File: src/rtl/periph_pkg.sv
// Shared register map, STATUS bit positions and transmitter state encoding
// for the UART transmit peripheral.
package periph_pkg;

  localparam logic [5:0] REG_TXDATA = 6'd0;
  localparam logic [5:0] REG_STATUS = 6'd1;

  localparam int STAT_FULL_BIT  = 0;
  localparam int STAT_EMPTY_BIT = 1;
  localparam int STAT_BUSY_BIT  = 2;

  typedef enum logic [1:0] {
    ST_IDLE  = 2'd0,
    ST_START = 2'd1,
    ST_DATA  = 2'd2,
    ST_STOP  = 2'd3
  } tx_state_e;

  function automatic logic [31:0] status_word(input logic full,
                                              input logic empty,
                                              input logic busy);
    logic [31:0] w;
    w                 = '0;
    w[STAT_FULL_BIT]  = full;
    w[STAT_EMPTY_BIT] = empty;
    w[STAT_BUSY_BIT]  = busy;
    return w;
  endfunction

endpackage

File: src/rtl/uart_tx_fifo.sv
// Transmit byte FIFO: wrapping pointers plus an occupancy counter one bit wider
// than the pointers, so full and empty are unambiguous.
module uart_tx_fifo #(
  parameter int DEPTH = 8,
  parameter int WIDTH = 8
) (
  input  logic             clk,
  input  logic             nrst,
  input  logic             i_push,
  input  logic [WIDTH-1:0] i_wdata,
  input  logic             i_pop,
  output logic [WIDTH-1:0] o_rdata,
  output logic             o_full,
  output logic             o_empty
);

  localparam int AW = $clog2(DEPTH);
  localparam int CW = AW + 1;
  localparam logic [CW-1:0] FULL_CNT = CW'(DEPTH);

  logic [WIDTH-1:0] r_mem [DEPTH];
  logic [AW-1:0]    r_wptr;
  logic [AW-1:0]    r_rptr;
  logic [CW-1:0]    r_count;
  logic             w_do_push;
  logic             w_do_pop;

  assign o_full    = (r_count == FULL_CNT);
  assign o_empty   = (r_count == '0);
  assign w_do_push = i_push && !o_full;
  assign w_do_pop  = i_pop && !o_empty;
  // Head is read combinationally so the transmitter can load it in the pop cycle.
  assign o_rdata   = r_mem[r_rptr];

  always_ff @(posedge clk) begin
    if (w_do_push) begin
      r_mem[r_wptr] <= i_wdata;
    end
  end

  always_ff @(posedge clk) begin
    if (!nrst) begin
      r_wptr  <= '0;
      r_rptr  <= '0;
      r_count <= '0;
    end else begin
      if (w_do_push) r_wptr <= r_wptr + 1'b1;
      if (w_do_pop)  r_rptr <= r_rptr + 1'b1;
      case ({w_do_push, w_do_pop})
        2'b10:   r_count <= r_count + 1'b1;
        2'b01:   r_count <= r_count - 1'b1;
        default: r_count <= r_count;
      endcase
    end
  end

endmodule

File: src/rtl/uart_tx_periph.sv
// Memory-mapped UART transmitter: TXDATA/STATUS registers, a byte FIFO and an
// 8N1 serialiser with a registered, glitch-free line output.
module uart_tx_periph
  import periph_pkg::*;
#(
  parameter int CLK_DIV    = 208,
  parameter int FIFO_DEPTH = 8
) (
  input  logic        clk,
  input  logic        nrst,
  input  logic        mem_valid,
  output logic        mem_ready,
  input  logic [5:0]  mem_addr,
  input  logic [31:0] mem_wdata,
  input  logic [3:0]  mem_wstrb,
  output logic [31:0] mem_rdata,
  output logic        uart_tx
);

  localparam logic [15:0] BAUD_RELOAD = 16'(CLK_DIV - 1);

  tx_state_e   r_state;
  tx_state_e   w_state_next;
  logic [15:0] r_baud;
  logic [15:0] w_baud_next;
  logic [2:0]  r_bit;
  logic [2:0]  w_bit_next;
  logic [7:0]  r_shift;
  logic [7:0]  w_shift_next;
  logic        r_tx;
  logic        w_tx_bit;
  logic        r_ready;
  logic [31:0] r_rdata;

  logic        w_full;
  logic        w_empty;
  logic        w_pop;
  logic        w_push;
  logic [7:0]  w_fifo_rdata;
  logic        w_is_write;
  logic        w_is_txpush;
  logic        w_accept;
  logic [31:0] w_read_data;
  logic        w_unused;

  assign w_unused = ^mem_wdata[31:8];

  assign w_is_write  = |mem_wstrb;
  assign w_is_txpush = mem_valid && (mem_addr == REG_TXDATA) && mem_wstrb[0];
  // A push waits on the registered full flag; every other access completes at once.
  assign w_accept    = mem_valid && !r_ready && !(w_is_txpush && w_full);
  assign w_push      = w_accept && w_is_txpush;

  always_comb begin
    w_read_data = '0;
    if (mem_addr == REG_STATUS) begin
      w_read_data = status_word(w_full, w_empty, r_state != ST_IDLE);
    end
  end

  always_ff @(posedge clk) begin
    if (!nrst) begin
      r_ready <= 1'b0;
      r_rdata <= '0;
    end else begin
      r_ready <= w_accept;
      r_rdata <= (w_accept && !w_is_write) ? w_read_data : '0;
    end
  end

  uart_tx_fifo #(
    .DEPTH (FIFO_DEPTH),
    .WIDTH (8)
  ) u_fifo (
    .clk     (clk),
    .nrst    (nrst),
    .i_push  (w_push),
    .i_wdata (mem_wdata[7:0]),
    .i_pop   (w_pop),
    .o_rdata (w_fifo_rdata),
    .o_full  (w_full),
    .o_empty (w_empty)
  );

  always_comb begin
    w_state_next = r_state;
    w_baud_next  = r_baud;
    w_bit_next   = r_bit;
    w_shift_next = r_shift;
    w_pop        = 1'b0;
    w_tx_bit     = 1'b1;
    unique case (r_state)
      ST_IDLE: begin
        if (!w_empty) begin
          w_state_next = ST_START;
          w_baud_next  = BAUD_RELOAD;
          w_shift_next = w_fifo_rdata;
          w_pop        = 1'b1;
        end
      end
      ST_START: begin
        w_tx_bit = 1'b0;
        if (r_baud == '0) begin
          w_state_next = ST_DATA;
          w_baud_next  = BAUD_RELOAD;
          w_bit_next   = '0;
        end else begin
          w_baud_next = r_baud - 1'b1;
        end
      end
      ST_DATA: begin
        w_tx_bit = r_shift[0];
        if (r_baud == '0) begin
          w_baud_next  = BAUD_RELOAD;
          w_shift_next = {1'b0, r_shift[7:1]};
          w_bit_next   = r_bit + 1'b1;
          if (r_bit == 3'd7) w_state_next = ST_STOP;
        end else begin
          w_baud_next = r_baud - 1'b1;
        end
      end
      ST_STOP: begin
        w_tx_bit = 1'b1;
        if (r_baud == '0) begin
          // Chain straight into the next frame when a byte is already waiting.
          if (!w_empty) begin
            w_state_next = ST_START;
            w_baud_next  = BAUD_RELOAD;
            w_shift_next = w_fifo_rdata;
            w_pop        = 1'b1;
          end else begin
            w_state_next = ST_IDLE;
            w_baud_next  = '0;
          end
        end else begin
          w_baud_next = r_baud - 1'b1;
        end
      end
      default: w_state_next = ST_IDLE;
    endcase
  end

  always_ff @(posedge clk) begin
    if (!nrst) begin
      r_state <= ST_IDLE;
      r_baud  <= '0;
      r_bit   <= '0;
      r_shift <= '0;
      r_tx    <= 1'b1;
    end else begin
      r_state <= w_state_next;
      r_baud  <= w_baud_next;
      r_bit   <= w_bit_next;
      r_shift <= w_shift_next;
      r_tx    <= w_tx_bit;
    end
  end

  assign mem_ready = r_ready;
  assign mem_rdata = r_rdata;
  assign uart_tx   = r_tx;

endmodule

File: config.mk
export PLATFORM = sky130hd
export DESIGN_NAME = uart_tx_periph
export DESIGN_NICKNAME = d
export VERILOG_FILES = /design/src/rtl/periph_pkg.sv /design/src/rtl/uart_tx_fifo.sv /design/src/rtl/uart_tx_periph.sv
export SDC_FILE = /design/constraint.sdc
export NUM_CORES = 1
export LEC_CHECK = 0
export BUFFER_PORTS_ARGS = -buffer_cell sky130_fd_sc_hd__buf_2
export CELL_PAD_IN_SITES_DETAIL_PLACEMENT = 1
export CELL_PAD_IN_SITES_GLOBAL_PLACEMENT = 2
export CORE_UTILIZATION = 41
export CTS_CLUSTER_SIZE = 14
export DETAILED_ROUTE_END_ITERATION = 12
export HOLD_SLACK_MARGIN = 0.15
export PLACE_DENSITY_LB_ADDON = 0.1
export SLEW_MARGIN = 15
export SYNTH_ARGS = -nofsm -noshare
export SYNTH_HDL_FRONTEND = slang
export SYNTH_SLANG_ARGS = --single-unit
export TNS_END_PERCENT = 30
File: constraint.sdc
create_clock -name clk -period 4.3 [get_ports clk]
set_input_delay 0.43 -clock clk [delete_from_list [all_inputs] [get_ports clk]]
set_output_delay 0.43 -clock clk [all_outputs]
set_load 0.1 [all_outputs]
Word-level counts from Yosys, hierarchy flattened
Memories as Yosys holds them, arrays and structs flattened. A register that Yosys moved wholly into a read port is not among the register bits.
Cells that the tools add are included.

storage, ports and cells
  flip-flop bits (word level) = 73
  latch bits = 0
  memory bits (writable) = 64
  bits in read-only memories = 0
  bits of input ports = 45
  output and inout port bits = 34
  logic and storage cells = 88
  memories = 1

memories
  memory        depth  width  rd ports  clocked after memory_dff  wr ports  RTL line            source
  u_fifo.r_mem  8      8      1         1                         1         uart_tx_fifo.sv:21  logic [WIDTH-1:0] r_mem [DEPTH];

operators by class
  add/sub/neg operators = 6
  multipliers = 0
  div/mod/pow operators = 0
  $lt $le $gt $ge = 0
  equality and inequality tests = 13
  shift operators = 0
  muxes and demuxes = 28
  bitwise logic cells = 0
  reduce and logical (&&, ||, !) cells = 29

operators with widths
  cell                                                 count
  two-way mux 16 bit                                   3
  one-hot mux 16 bit (3 select lines)                  1
  two-way mux 8 bit                                    4
  one-hot mux 8 bit (3 select lines)                   1
  logical NOT 16 bit                                   1
  subtractor 16 x 1 -> 16 bit, second input constant   1
  two-way mux 3 bit                                    4
  two-way mux 2 bit                                    5
  inequality test 2 bit, second input constant         5
  adder 3 x 1 -> 3 bit, second input constant          3
  logical AND 1 bit                                    9
  AND reduction 3 bit                                  3
  one-hot mux 2 bit (4 select lines)                   1
  one-hot mux 4 bit (2 select lines)                   1
  equality test 2 bit, second input constant           3
  equality test 6 x 1 -> 1 bit, second input constant  1
  logical NOT 6 bit                                    1
  one-hot mux 3 bit (2 select lines)                   1
  nonzero test 2 bit                                   3
  logical NOT 1 bit                                    5
  two-way mux 1 bit                                    5
  AND reduction 5 bit                                  1
  adder 4 x 1 -> 4 bit, second input constant          1
  equality test 2 x 1 -> 1 bit, second input constant  2
  10 further kinds                                     11

Depth between registers and ports, before layout
Gate-level depths: netlist of run 1.

  depth in word-level cells = 10
  gate-level depth with buffers = 13
  mapped depth without buffers = 13

By module
A second synthesis of run 1 with hierarchy kept.

second synthesis, totals
  cells, all modules = 412
  area, all modules = 5257.5 um^2

modules (own cells, without submodules)
  module          times used  cells each  area each (um^2)  seq. area each (um^2)
  uart_tx_fifo    1           167         3101.7            2182.1
  uart_tx_periph  1           245         2155.8            680.7

Worst setup path before layout of run 1
No wires, ideal clock.

  kind = in2reg
  from = input port mem_addr[3]
  to = register u_fifo.r_count[2]
  setup time = 0.070 ns
  arrival time = 2.724 ns
  data required time = 4.230 ns
  slack = 1.506 ns
  stages = 10
  buffers on the path = 0
  path through = or4_4 nor4b_4 nand3_4 ha_1 xor2_1 ha_1 a21oi_1 xor2_1 or3_1 a21oi_1

on the way
  word-level cells in the longest chain between the ends = 10
  elaborated cells on any way between the ends = 12
  those cells by class = 2 x eq/ne; 1 x mux; 9 x reduce/logical

RTL lines
  what                                                                      RTL line              source
  from (decl)                                                               uart_tx_periph.sv:13  input logic [5:0] mem_addr,
  logical NOT 6 bit (*)                                                     uart_tx_periph.sv:49  assign w_is_txpush = mem_valid && (mem_addr == REG_TXDATA) && mem_wstrb[0];
  logical AND 1 bit (*) (2 in a row)                                        uart_tx_periph.sv:49
  logical AND 1 bit                                                         uart_tx_periph.sv:51  assign w_accept = mem_valid && !r_ready && !(w_is_txpush && w_full);
  logical NOT 1 bit                                                         uart_tx_periph.sv:51
  logical AND 1 bit                                                         uart_tx_periph.sv:51
  logical AND 1 bit (*)                                                     uart_tx_periph.sv:52  assign w_push = w_accept && w_is_txpush;
  logical AND 1 bit (*)                                                     uart_tx_fifo.sv:30    assign w_do_push = i_push && !o_full;
  equality test 2 x 1 -> 1 bit or equality test 2 bit (tied branches)       uart_tx_fifo.sv:49    case ({w_do_push, w_do_pop})
  one-hot mux 4 bit (2 select lines) or nonzero test 2 bit (tied branches)  -
  to (signal assigned)                                                      uart_tx_fifo.sv:50    2'b10: r_count <= r_count + 1'b1;
  to (signal assigned)                                                      uart_tx_fifo.sv:51    2'b01: r_count <= r_count - 1'b1;
  to (signal assigned)                                                      uart_tx_fifo.sv:52    default: r_count <= r_count;
  to (decl)                                                                 uart_tx_fifo.sv:24    logic [CW-1:0] r_count;

Mark *: on every way between the ends. The rest lies on a longest branch, timed or not.
A chain may end at the register's enable or synchronous reset.

Worst setup path in the final report of run 1
  from = register r_baud[2]
  to = register u_fifo.r_count[2]

on the way
  word-level cells in the longest chain between the ends = 6
  elaborated cells on any way between the ends = 8
  those cells by class = 2 x eq/ne; 3 x mux; 3 x reduce/logical

RTL lines
  what                                                                      RTL line               source
  from (decl)                                                               uart_tx_periph.sv:24   logic [15:0] r_baud;
  from (signal assigned)                                                    uart_tx_periph.sv:152  r_baud <= w_baud_next;
  logical NOT 16 bit (*)                                                    uart_tx_periph.sv:124  if (r_baud == '0) begin
  two-way mux 1 bit (*)                                                     uart_tx_periph.sv:124
  one-hot mux 1 bit (2 select lines) (*)                                    uart_tx_periph.sv:92   unique case (r_state)
  logical AND 1 bit (*)                                                     uart_tx_fifo.sv:31     assign w_do_pop = i_pop && !o_empty;
  equality test 2 x 1 -> 1 bit or equality test 2 bit (tied branches)       uart_tx_fifo.sv:49
  one-hot mux 4 bit (2 select lines) or nonzero test 2 bit (tied branches)  -

Marks and branches as above.

==> impl_metrics.csv, run 1 <==
group,metric,value,unit
run_status,status,"finished, final reports clean",
cts,htreeDepth,3,
routing,dr.pass1.iters,4,
die,die_w,114,microns
run,cap_violations,0,
critical_path,crit_fanout,7,
layout,regArea,2860,sq um
critical_path,worst_setup_path_end_kind,"flop",
sta,fmax,340,MHz
grt,antenna_found_initial,0,
layout,final_common_cell,"edfxtp_1",
synthesis,yosysWarnings,0,
sta,rsz0062_at_grt,"no",
critical_path,worstSetupPathType,"flop to flop",
layout,final_cell_area,5620,sq um
cts,insertion_delay,0.36,ns
sta,hold_viol,0,
critical_path,r2r_start,"r_baud[2]",
min_path,min-delay-start,"mem_wdata[2]",
grt,grt_pass1_wl,18200,microns
sta,finalSetupViolCount,0,
grt,grt_pass1_vias,3448,
place,place.gp.congestion,0.688,
die,ioPinCount,79,
die,dieArea,13000,sq um
routing,drtAntennaViolNets,0,
sta,slew_headroom,36.8,%
sta,fin_skew,0.0100,ns
routing,wirelength,11000,microns
sta,min_period,2.94,ns
cts,hold_buffers,0,
sta,fin_crit_sh,68.3,%
synthesis,syn_inst,427,
routing,viasPerCell,5.38,
synthesis,synth_edf_count,64,
layout,final_nets,505,
sta,worst_pin_slew,0.944,ns
sta,setup_tns,0,ns
layout,syn_to_final_growth,8.95,%
grt,grt_max_degree,27,
layout,drive_above_1_share,17.6,%
grt,track_usage,18.5,%
place,numPortBuffers,25,
cts,path_clk_slew,0.07,ns
cts,cts_made_buffers,9,
critical_path,arrival,3.22,ns
layout,final_util,46.4,%
die,core_area,12100,sq um
power,irDropWorstVdd,0.233,mV
place,placed_cell_area,5340,sq um
min_path,holdPathEnd,"u_fifo.r_mem[6][2]",
die,fp-row-count,40,
cts,cts.path.max_buffers,2,
synthesis,ys_seq_elements,111,
synthesis,async_reset_ff_share,0,%
cts,tritoncts,"built",
layout,multi_input_area,2030,sq um
synthesis,ys_seq_area_share,55.5,%
synthesis,syn_area_per_cell,12.1,sq um
die,initial_core_util,42.6,%
min_path,whs_path_depth,1,
critical_path,rr_worst_depth,11,
critical_path,start_kind,"flop",
synthesis,yosys_most_used_dff,"edfxtp_1",
power,powerDensity,515,nW/um^2
routing,route.detailed.drc,0,
routing,drt-initial-drc-count,164,
cts,cts_root_buffer,"clkbuf_16",
min_path,hp-class,"primary input to flop",
layout,nFillCells,1280,
cts,ctsResizeCount,0,
grt,overflow,0,
critical_path,reg2reg_to,"u_fifo.r_count[2]",
cts,clock_sinks,111,
routing,wl_per_cell,17.9,microns
sta,slew_viol_final,0,
critical_path,r2r_slack,1.36,ns
power,cellLeakagePower,0.00195,uW
layout,layout_common_cells,"64 x edfxtp_1, 46 x dfxtp_1, 39 x a21oi_1",
die,die_h,114,microns
synthesis,syn-cell-area,5160,sq um
cts,cts_setup_buffers,0,
place,dp_hpwl,7570,microns
layout,diodes,0,
critical_path,required,4.58,ns
synthesis,synth_cell_types,57,
routing,detailroute.via_count,3323,
==> where the power goes <==
part,switching [uW],leakage [uW],internal (uW)
registers,80.3,0.000955,1170
clock network,408,0.000141,406
logic,552,0.000858,278
total,1040,0.00195,1850
==> synthesized netlist by cell type, drive strengths merged (9+ instances only) <==
cell    count  area (sq um)
o21ai      13          65.1
nor3       13          70.1
edfxtp     64          1920
nand2b     10          62.6
mux4       16           360
buf        36           258
nand3       9          57.6
nand2      13          48.8
a21oi      39           195
nor4       11          75.1
dfxtp      47           941
mux2i      11           110
clkbuf     14          52.6
nor2       28           105
inv        17          63.8
ha         14           175
==> cell families (layout without fill, tap and decap cells) <==
group	Yosys count	count (layout)	synth area share, %
compound gates	81	81	9.73
xor+xnor	9	9	1.53
fa+ha+maj	14	14	3.40
buf+inv	68	63	7.33
flops	111	111	55.5
mux	27	27	9.12
other cells	1	29	0.0727
simple gates	116	116	13.3
==> cell type report <==
class	instances	share of cell area, %
Tap cell	168	3.74
Inverter	18	1.20
Clock buffer	9	4.01
Sequential cell	111	51.0
Multi-Input combinational cell	276	36.2
Clock inverter	6	1.02
Timing Repair Buffer	30	2.89
==> worst max path at each step <==
stage | start | endpoint | cells past startpoint | slack, ns
6_report | r_baud[2] | u_fifo.r_count[2] | 11 | 1.36
3_5_place_dp | mem_addr[3] | u_fifo.r_count[2] | 11 | 1.14
4_1_cts | r_state[1] | u_fifo.r_count[2] | 13 | 1.31
3_3_place_gp | mem_addr[3] | u_fifo.r_count[2] | 11 | 1.27
2_1_floorplan | mem_addr[3] | u_fifo.r_count[2] | 10 | 1.51
5_1_grt | r_state[1] | u_fifo.r_count[2] | 13 | 1.06
==> through the flow <==
stage	cells	worst slack (ns)	hold slack (ns)	power, uW
2_1_floorplan	455	1.51	0.429	1960
4_1_cts	618	1.31	0.332	2930
5_1_grt	618	1.06	0.345	3060
3_5_place_dp	603	1.14	0.454	2110
3_3_place_gp	603	1.27	0.443	2090
6_report	618	1.36	0.339	2890
==> layer usage <==
layer	wire length (microns)	track usage, %	vias to the layer above
met5	0	0	-
met4	128	5.97	0
met3	402	3.92	10
met2	5280	30.4	71
met1	5220	24.6	1669
li1	-	-	1573
==> sequential cells by signal, summed over array words and instances (netlist names), 2 cells and up, named ones only <==
| name | cells |
|---|---|
| mem_rdata | 3 |
| r_baud | 16 |
| r_bit | 3 |
| r_shift | 8 |
| r_state | 2 |
| u_fifo.r_count | 4 |
| u_fifo.r_mem | 64 |
| u_fifo.r_rptr | 3 |
| u_fifo.r_wptr | 3 |
==> worst max-delay path, cell delays in order, from the launching register on <==
cell and delay (ns):
dfxtp_1 0.38, or4_4 0.59, nor4_1 0.30, a21oi_1 0.16, inv_1 0.17, ha_1 0.27
xor2_1 0.17, ha_1 0.16, a21oi_1 0.05, xor2_1 0.16, or3_1 0.31, a21oi_1 0.16
No activity file was read; power rests on OpenSTA's default activity.
==> run 2, diff against run 1 <==
--- a/config.mk
+++ b/config.mk
@@ -8,7 +8,7 @@
 export BUFFER_PORTS_ARGS = -buffer_cell sky130_fd_sc_hd__buf_2
 export CELL_PAD_IN_SITES_DETAIL_PLACEMENT = 1
 export CELL_PAD_IN_SITES_GLOBAL_PLACEMENT = 2
-export CORE_UTILIZATION = 41
+export CORE_UTILIZATION = 34
 export CTS_CLUSTER_SIZE = 14
 export DETAILED_ROUTE_END_ITERATION = 12
 export HOLD_SLACK_MARGIN = 0.15
==> constraint.sdc (replaced) <==
create_clock -name clk -period 2.5 [get_ports clk]
set_input_delay 0.25 -clock clk [delete_from_list [all_inputs] [get_ports clk]]
set_output_delay 0.25 -clock clk [all_outputs]
set_load 0.1 [all_outputs]
==> run 2 against run 1 <==
  * Fmax grew 19%
  * Hold slack lost 0.17 ns
  * Via count grew 3.2%
  * Clock skew grew 0.0038 ns
  * Design area grew 8.8%
  * Critical path depth is the same
  * Highest routed layer unchanged
==> impl_metrics.csv, run 2 (synthesized netlist as in run 1, its figures left out) <==
group,metric,value,unit
layout,reg_top3,"u_fifo.r_mem: 64 flops, r_baud: 16 flops, r_shift: 8 flops",
layout,largest_reg_flops,64,
place,place.gp.congestion,0.739,
cts,tritoncts,"built",
die,ioPinCount,79,
critical_path,slowest_delay,0.57,ns
routing,detailroute.via_count,3429,
place,placed_cell_area,5720,sq um
cts,path_clk_slew,0.09,ns
grt,overflow,0,
die,die_w,125,microns
critical_path,r2r_slack,0.03,ns
power,cellLeakagePower,0.00223,uW
sta,min_period,2.47,ns
layout,final_nets,556,
cts,cts_root_buffer,"clkbuf_16",
critical_path,reg2reg_to,"u_fifo.r_count[2]",
sta,worst_pin_slew,0.556,ns
sta,slew_viol_final,0,
critical_path,crit_chain,"or4_4, nor4_4, a21oi_2, inv_2, ha_4, xor2_1, ha_1, a21oi_1, xor2_1, or3_1, a21oi_2",
layout,syn_to_final_growth,18.5,%
power,powerDensity,882,nW/um^2
layout,final_common_cell,"edfxtp_1",
run_status,status,"finished, final reports clean",
routing,viasPerCell,5.00,
routing,drtAntennaViolNets,0,
sta,hold_viol,0,
critical_path,worstSetupPathType,"flop to flop",
min_path,holdPathEnd,"u_fifo.r_mem[3][1]",
sta,finalSetupViolCount,0,
grt,track_usage,16.0,%
routing,wirelength,11700,microns
critical_path,start_kind,"flop",
routing,dr.pass1.iters,6,
sta,rsz0062_at_grt,"yes",
critical_path,path_buf_inv,1,
run,cap_violations,0,
critical_path,r2r_start,"r_baud[2]",
layout,regArea,2860,sq um
critical_path,worst_setup_path_end_kind,"flop",
layout,multi_input_area,2070,sq um
critical_path,required,2.80,ns
min_path,whs_path_depth,1,
layout,drive_above_1_share,26.5,%
grt,grt_pass1_wl,19200,microns
critical_path,rr_worst_depth,11,
cts,clock_sinks,111,
layout,fin_cells,686,
cts,cts.path.max_buffers,2,
die,die_h,125,microns
die,dieArea,15700,sq um
min_path,min-delay-start,"mem_wdata[1]",
critical_path,critPathTopFamily,"simple AND/OR/NAND/NOR gates",
sta,slew_headroom,62.9,%
sta,fmax,404,MHz
layout,nFillCells,1598,
critical_path,crit_slowest_cell,"or4_4",
place,dpl.cell_count,666,
cts,cts_made_buffers,9,
power,irDropWorstVdd,0.388,mV
place,dp_hpwl,7990,microns
routing,wl_per_cell,17.0,microns
grt,grt_pass1_vias,3534,
die,fp-row-count,44,
layout,diodes,0,
die,core_area,14600,sq um
critical_path,crit_fanout,2,
routing,route.detailed.drc,0,
place,numPortBuffers,25,
critical_path,arrival,2.77,ns
layout,regMostFlops,"u_fifo.r_mem",
grt,antenna_found_initial,0,
layout,layout_common_cells,"64 x edfxtp_1, 53 x buf_4, 47 x dfxtp_1",
sta,fin_crit_sh,98.9,%
routing,drt-initial-drc-count,110,
sta,fin_skew,0.0139,ns
cts,insertion_delay,0.36,ns
cts,htreeDepth,3,
min_path,hp-class,"primary input to flop",
layout,final_cell_area,6110,sq um
die,initial_core_util,35.2,%
grt,grt_max_degree,27,
-- run 2: report_power, final --
group / leakage (uW) / total (uW) / switching (uW) / internal (uW)
logic: 0.00112 / 1810 / 1140 / 677
clock network: 0.000156 / 1520 / 782 / 736
registers: 0.000955 / 2060 / 47.6 / 2010
total: 0.00223 / 5390 / 1960 / 3430
-- run 2: area by class of cell --
type                       count  area share (%)
clock buffer                   9            3.69
clock inverter                 7            1.66
inverter                      18            1.11
multi-input combinational    276            33.9
sequential                   111            46.8
tap                          184            3.77
timing repair buffer          81            9.05
-- run 2: repair_timing --
action | CTS | global route
buffers inserted | 0 | 1
pin swaps | 2 | 1
resized for setup | 3 | 3
endpoints found under the setup margin | 1 | 2
gates cloned | 0 | 0
endpoints found under the hold margin | 23 | 0
hold buffers | 3 | 0
-- run 2: per-stage QoR --
stage | hold WS (ns) | total power [uW] | TNS, ns | setup slack (ns) | utilization (%)
4_1_cts | 0.151 | 5460 | 0 | 0.0195 | 41.6
2_1_floorplan | 0.349 | 3380 | -0.0731 | -0.0731 | -
6_report | 0.165 | 5390 | 0 | 0.0278 | 41.7
5_1_grt | 0.160 | 5700 | -0.153 | -0.143 | 41.7
3_5_place_dp | 0.459 | 3890 | -0.240 | -0.123 | 39.0
3_3_place_gp | 0.443 | 3880 | -0.144 | -0.0744 | 39.0
-- run 2: metal layers --
layer / up-vias / share of wire, % / global-route usage [%]
met5: - / 0 / 0
met4: 0 / 0.99 / 3.73
met3: 7 / 2.7 / 3.72
met2: 57 / 47 / 26.5
met1: 1689 / 49 / 21.2
li1: 1676 / - / -
-- run 2: worst max path at each step --
stage	from	to	slack, ns	cells after the start
after floorplan	r_baud[2]	u_fifo.r_count[2]	-0.07	12
after global placement	mem_addr[3]	u_fifo.r_count[3]	-0.07	11
after detailed placement	mem_addr[3]	u_fifo.r_count[2]	-0.12	10
after CTS	r_baud[2]	u_fifo.r_count[2]	0.02	11
after global routing	r_baud[2]	u_fifo.r_count[2]	-0.14	11
final	r_baud[2]	u_fifo.r_count[2]	0.03	11
==> run 3, diff against run 2 <==
--- a/config.mk
+++ b/config.mk
@@ -8,7 +8,7 @@
 export BUFFER_PORTS_ARGS = -buffer_cell sky130_fd_sc_hd__buf_2
 export CELL_PAD_IN_SITES_DETAIL_PLACEMENT = 1
 export CELL_PAD_IN_SITES_GLOBAL_PLACEMENT = 2
-export CORE_UTILIZATION = 34
+export CORE_UTILIZATION = 35
 export CTS_CLUSTER_SIZE = 14
 export DETAILED_ROUTE_END_ITERATION = 12
 export HOLD_SLACK_MARGIN = 0.15
@@ -16,5 +16,6 @@
 export SLEW_MARGIN = 15
 export SYNTH_ARGS = -nofsm -noshare
 export SYNTH_HDL_FRONTEND = slang
+export SYNTH_HIERARCHICAL = 1
 export SYNTH_SLANG_ARGS = --single-unit
 export TNS_END_PERCENT = 30
==> run 3 against run 2 <==
  * The flow now finishes with violations (negative setup slack)
  * Design area rose by 4.0%
  * Non-clock buffer count is 11 higher
  * Worst setup slack worse by 0.15 ns
  * Fmax fell by 5.9%
  * Sequential power decreased by 4%
  * Flip-flop and latch count did not move
  * Combinational power is 38% lower
  * Largest cell class unchanged
  * Largest power group unchanged
==> impl_metrics.csv, run 3 <==
group,metric,value,unit
cts,insertion_delay,0.36,ns
sta,finalSetupViolCount,2,
grt,track_usage,15.8,%
layout,fin_cells,688,
critical_path,required,2.79,ns
power,cellLeakagePower,0.00244,uW
die,ioPinCount,79,
grt,antenna_found_initial,0,
synthesis,async_reset_ff_share,0,%
routing,route.detailed.drc,0,
synthesis,yosysWarnings,6,
cts,clock_sinks,111,
synthesis,synth_cell_types,70,
critical_path,path_buf_inv,0,
sta,slew_headroom,64.0,%
critical_path,slowest_delay,0.36,ns
synthesis,yosysTopAreaCell,"edfxtp_1",
sta,min_period,2.63,ns
layout,diodes,0,
layout,largest_reg_flops,64,
synthesis,yosysMostFrequentCell,"edfxtp_1",
cts,tritoncts,"built",
die,fp-row-count,44,
critical_path,worstSetupPathType,"flop to flop",
cts,cts_made_buffers,9,
die,initial_core_util,36.0,%
sta,fin_crit_sh,105,%
sta,holdWs,0.159,ns
grt,grt_pass1_vias,3622,
place,numPortBuffers,25,
grt,grt_max_degree,25,
power,swShare,33.0,%
power,comb_power_share,24.5,%
power,p_sw,1530,uW
cts,cts.path.max_buffers,2,
synthesis,ys_top_cells_by_area,"edfxtp_1 37%, dfxtp_1 18%, mux4_2 6.9%, buf_4 4.3%, ha_1 3.3%",
grt,grt-busiest-layer,"met2",
sta,rsz0062_at_grt,"yes",
die,core_area,14600,sq um
place,place_ws,-0.375,ns
synthesis,syn_inst,412,
routing,dr.pass1.iters,4,
grt,use_met2,25.7,%
sta,fmax,381,MHz
grt,gr-usage-met1,21.3,%
sta,worst_pin_slew,0.539,ns
grt,met3_usage,2.53,%
power,powerDensity,729,nW/um^2
critical_path,crit_slowest_cell,"dfxtp_4",
die,die_h,125,microns
cts,cts_root_buffer,"clkbuf_16",
die,dieArea,15500,sq um
run_status,status,"finished, violations left",
critical_path,crit_chain,"nor3_4, nand4_4, nor2_4, a21oi_2, nor3_2, o41a_1, ha_4, xor2_2, ha_2, a21oi_1, xor2_1, or3_1, a21boi_1",
layout,final_common_cell,"edfxtp_1",
critical_path,arrival,2.92,ns
layout,reg_top3,"u_fifo/r_mem: 64 flops, r_baud: 16 flops, r_shift: 8 flops",
routing,drtAntennaViolNets,0,
run,cap_violations,0,
synthesis,ys_seq_area_share,54.5,%
power,pwr-share-clk,32.9,%
routing,drt-initial-drc-count,131,
critical_path,critPathTopFamily,"simple AND/OR/NAND/NOR gates",
cts,path_clk_slew,0.09,ns
place,dpl.cell_count,662,
layout,drive_above_1_share,32.3,%
run_status,violations,"negative setup slack",
sta,setup_ws,-0.127,ns
synthesis,yosys_most_used_dff,"edfxtp_1",
synthesis,syn_area_per_cell,12.8,sq um
synthesis,ys_seq_elements,111,
routing,wl_per_cell,16.7,microns
synthesis,yosys-top-cells-count,"64 x edfxtp_1, 47 x dfxtp_1, 30 x buf_4",
routing,detailroute.via_count,3438,
layout,regMostFlops,"u_fifo/r_mem",
min_path,hp-class,"primary input to flop",
synthesis,syn-cell-area,5260,sq um
die,die_w,125,microns
layout,syn_to_final_growth,20.9,%
critical_path,start_kind,"flop",
synthesis,synth_edf_count,64,
cts,htreeDepth,3,
power,p_total,4630,uW
place,dp_hpwl,8140,microns
critical_path,crit_fanout,3,
power,p_seq_share,42.7,%
layout,final_nets,558,
sta,hold_viol,0,
layout,layout_common_cells,"64 x edfxtp_1, 62 x buf_4, 44 x dfxtp_1",
sta,fin_skew,0.00936,ns
routing,wirelength,11500,microns
critical_path,worst_setup_path_end_kind,"flop",
grt,overflow,0,
synthesis,yosysTopAreaCellShare,36.6,%
place,place.gp.congestion,0.754,
sta,slew_viol_final,0,
layout,nFillCells,1521,
power,intPower,3100,uW
routing,viasPerCell,5.00,
grt,grt_pass1_wl,19000,microns
power,irDropWorstVdd,0.449,mV
[run 3: cell count changes in the layout (fill, tap and decap cells not counted), moves of 6 or more]
cell,change
a21oi_1,-17
nor2_1,-13
buf_4,+9
nand2_1,+9
and2_1,+8
mux2_2,+8
nor3_1,-8
nor4_1,-6
o21ai_0,-6
o221a_2,-6
[run 3: power groups by stage]
stage	Sequential (uW)	Combinational [uW]	Clock [uW]
6_report	1980	1130	1520
5_1_grt	1980	1240	1650
4_1_cts	1980	1120	1580
3_5_place_dp	2020	1110	0
3_3_place_gp	2020	1090	0
2_1_floorplan	2060	767	0
[run 3: repair_timing]
item	4_1_cts	5_1_grt
hold buffers	5	0
setup endpoints to repair	2	3
gates resized for setup	0	16
hold endpoints to repair	30	0
pin swaps	0	10
setup buffers	1	4
[run 3: final timing paths]
| check | from | endpoint | slack (ns) | cells past startpoint |
|---|---|---|---|---|
| worst max-delay path | r_baud[9] | u_fifo/r_count[2] | -0.13 | 13 |
| worst max register to register | r_baud[9] | u_fifo/r_count[2] | -0.13 | 13 |
| worst min register to register | r_baud[11] | r_baud[11] | 0.48 | 2 |
| worst min-delay path | mem_wdata[6] | u_fifo/r_mem[4][6] | 0.16 | 1 |
[run 3: cells by family (layout without fill, tap and decap cells)]
group | Yosys count | count (layout) | synth area share, %
AO/OA/AOI/OAI | 72 | 72 | 9.97
XOR/XNOR | 9 | 9 | 1.50
flip-flops | 111 | 111 | 54.5
AND/OR/NAND/NOR | 109 | 109 | 12.7
buffers and inverters | 59 | 123 | 6.90
adder cells (fa/ha/maj) | 14 | 14 | 3.33
multiplexers | 37 | 37 | 11.0
other | 1 | 29 | 0.0713
[run 3: worst register-to-register path, stage by stage, from the launching register on]
cell and delay [ns]:
dfxtp_4 0.36, nor3_4 0.24, nand4_4 0.15, nor2_4 0.16, a21oi_2 0.08, nor3_2 0.19
o41a_1 0.27, ha_4 0.18, xor2_2 0.14, ha_2 0.18, a21oi_1 0.04, xor2_1 0.15
or3_1 0.32, a21boi_1 0.12
[run 3: area by class of cell]
type	count	area [sq um]	area share [%]
multi-input cells	270	2240	35.2
repair buffers	92	641	10.1
well taps	184	230	3.62
clock inverters	7	98.8	1.56
clock buffers	9	225	3.54
inverters	15	56.3	0.886
flip-flops and latches	111	2870	45.1
[run 3: metrics by stage]
stage	setup TNS (ns)	util, %	cell area, sq um
2_1_floorplan	-1.78	-	5400
3_5_place_dp	-2.99	40.3	5880
4_1_cts	-0.205	42.9	6260
5_1_grt	-0.465	43.6	6360
3_3_place_gp	-0.966	40.3	5880
6_report	-0.153	43.6	6360
[run 3: per-layer routing]
layer | part of all wire (%) | vias to the layer above | routed length [microns]
met5 | 0 | - | 0
met4 | 1.5 | 0 | 176
met3 | 2.7 | 13 | 305
met2 | 47 | 50 | 5420
met1 | 48 | 1706 | 5560
li1 | - | 1669 | -
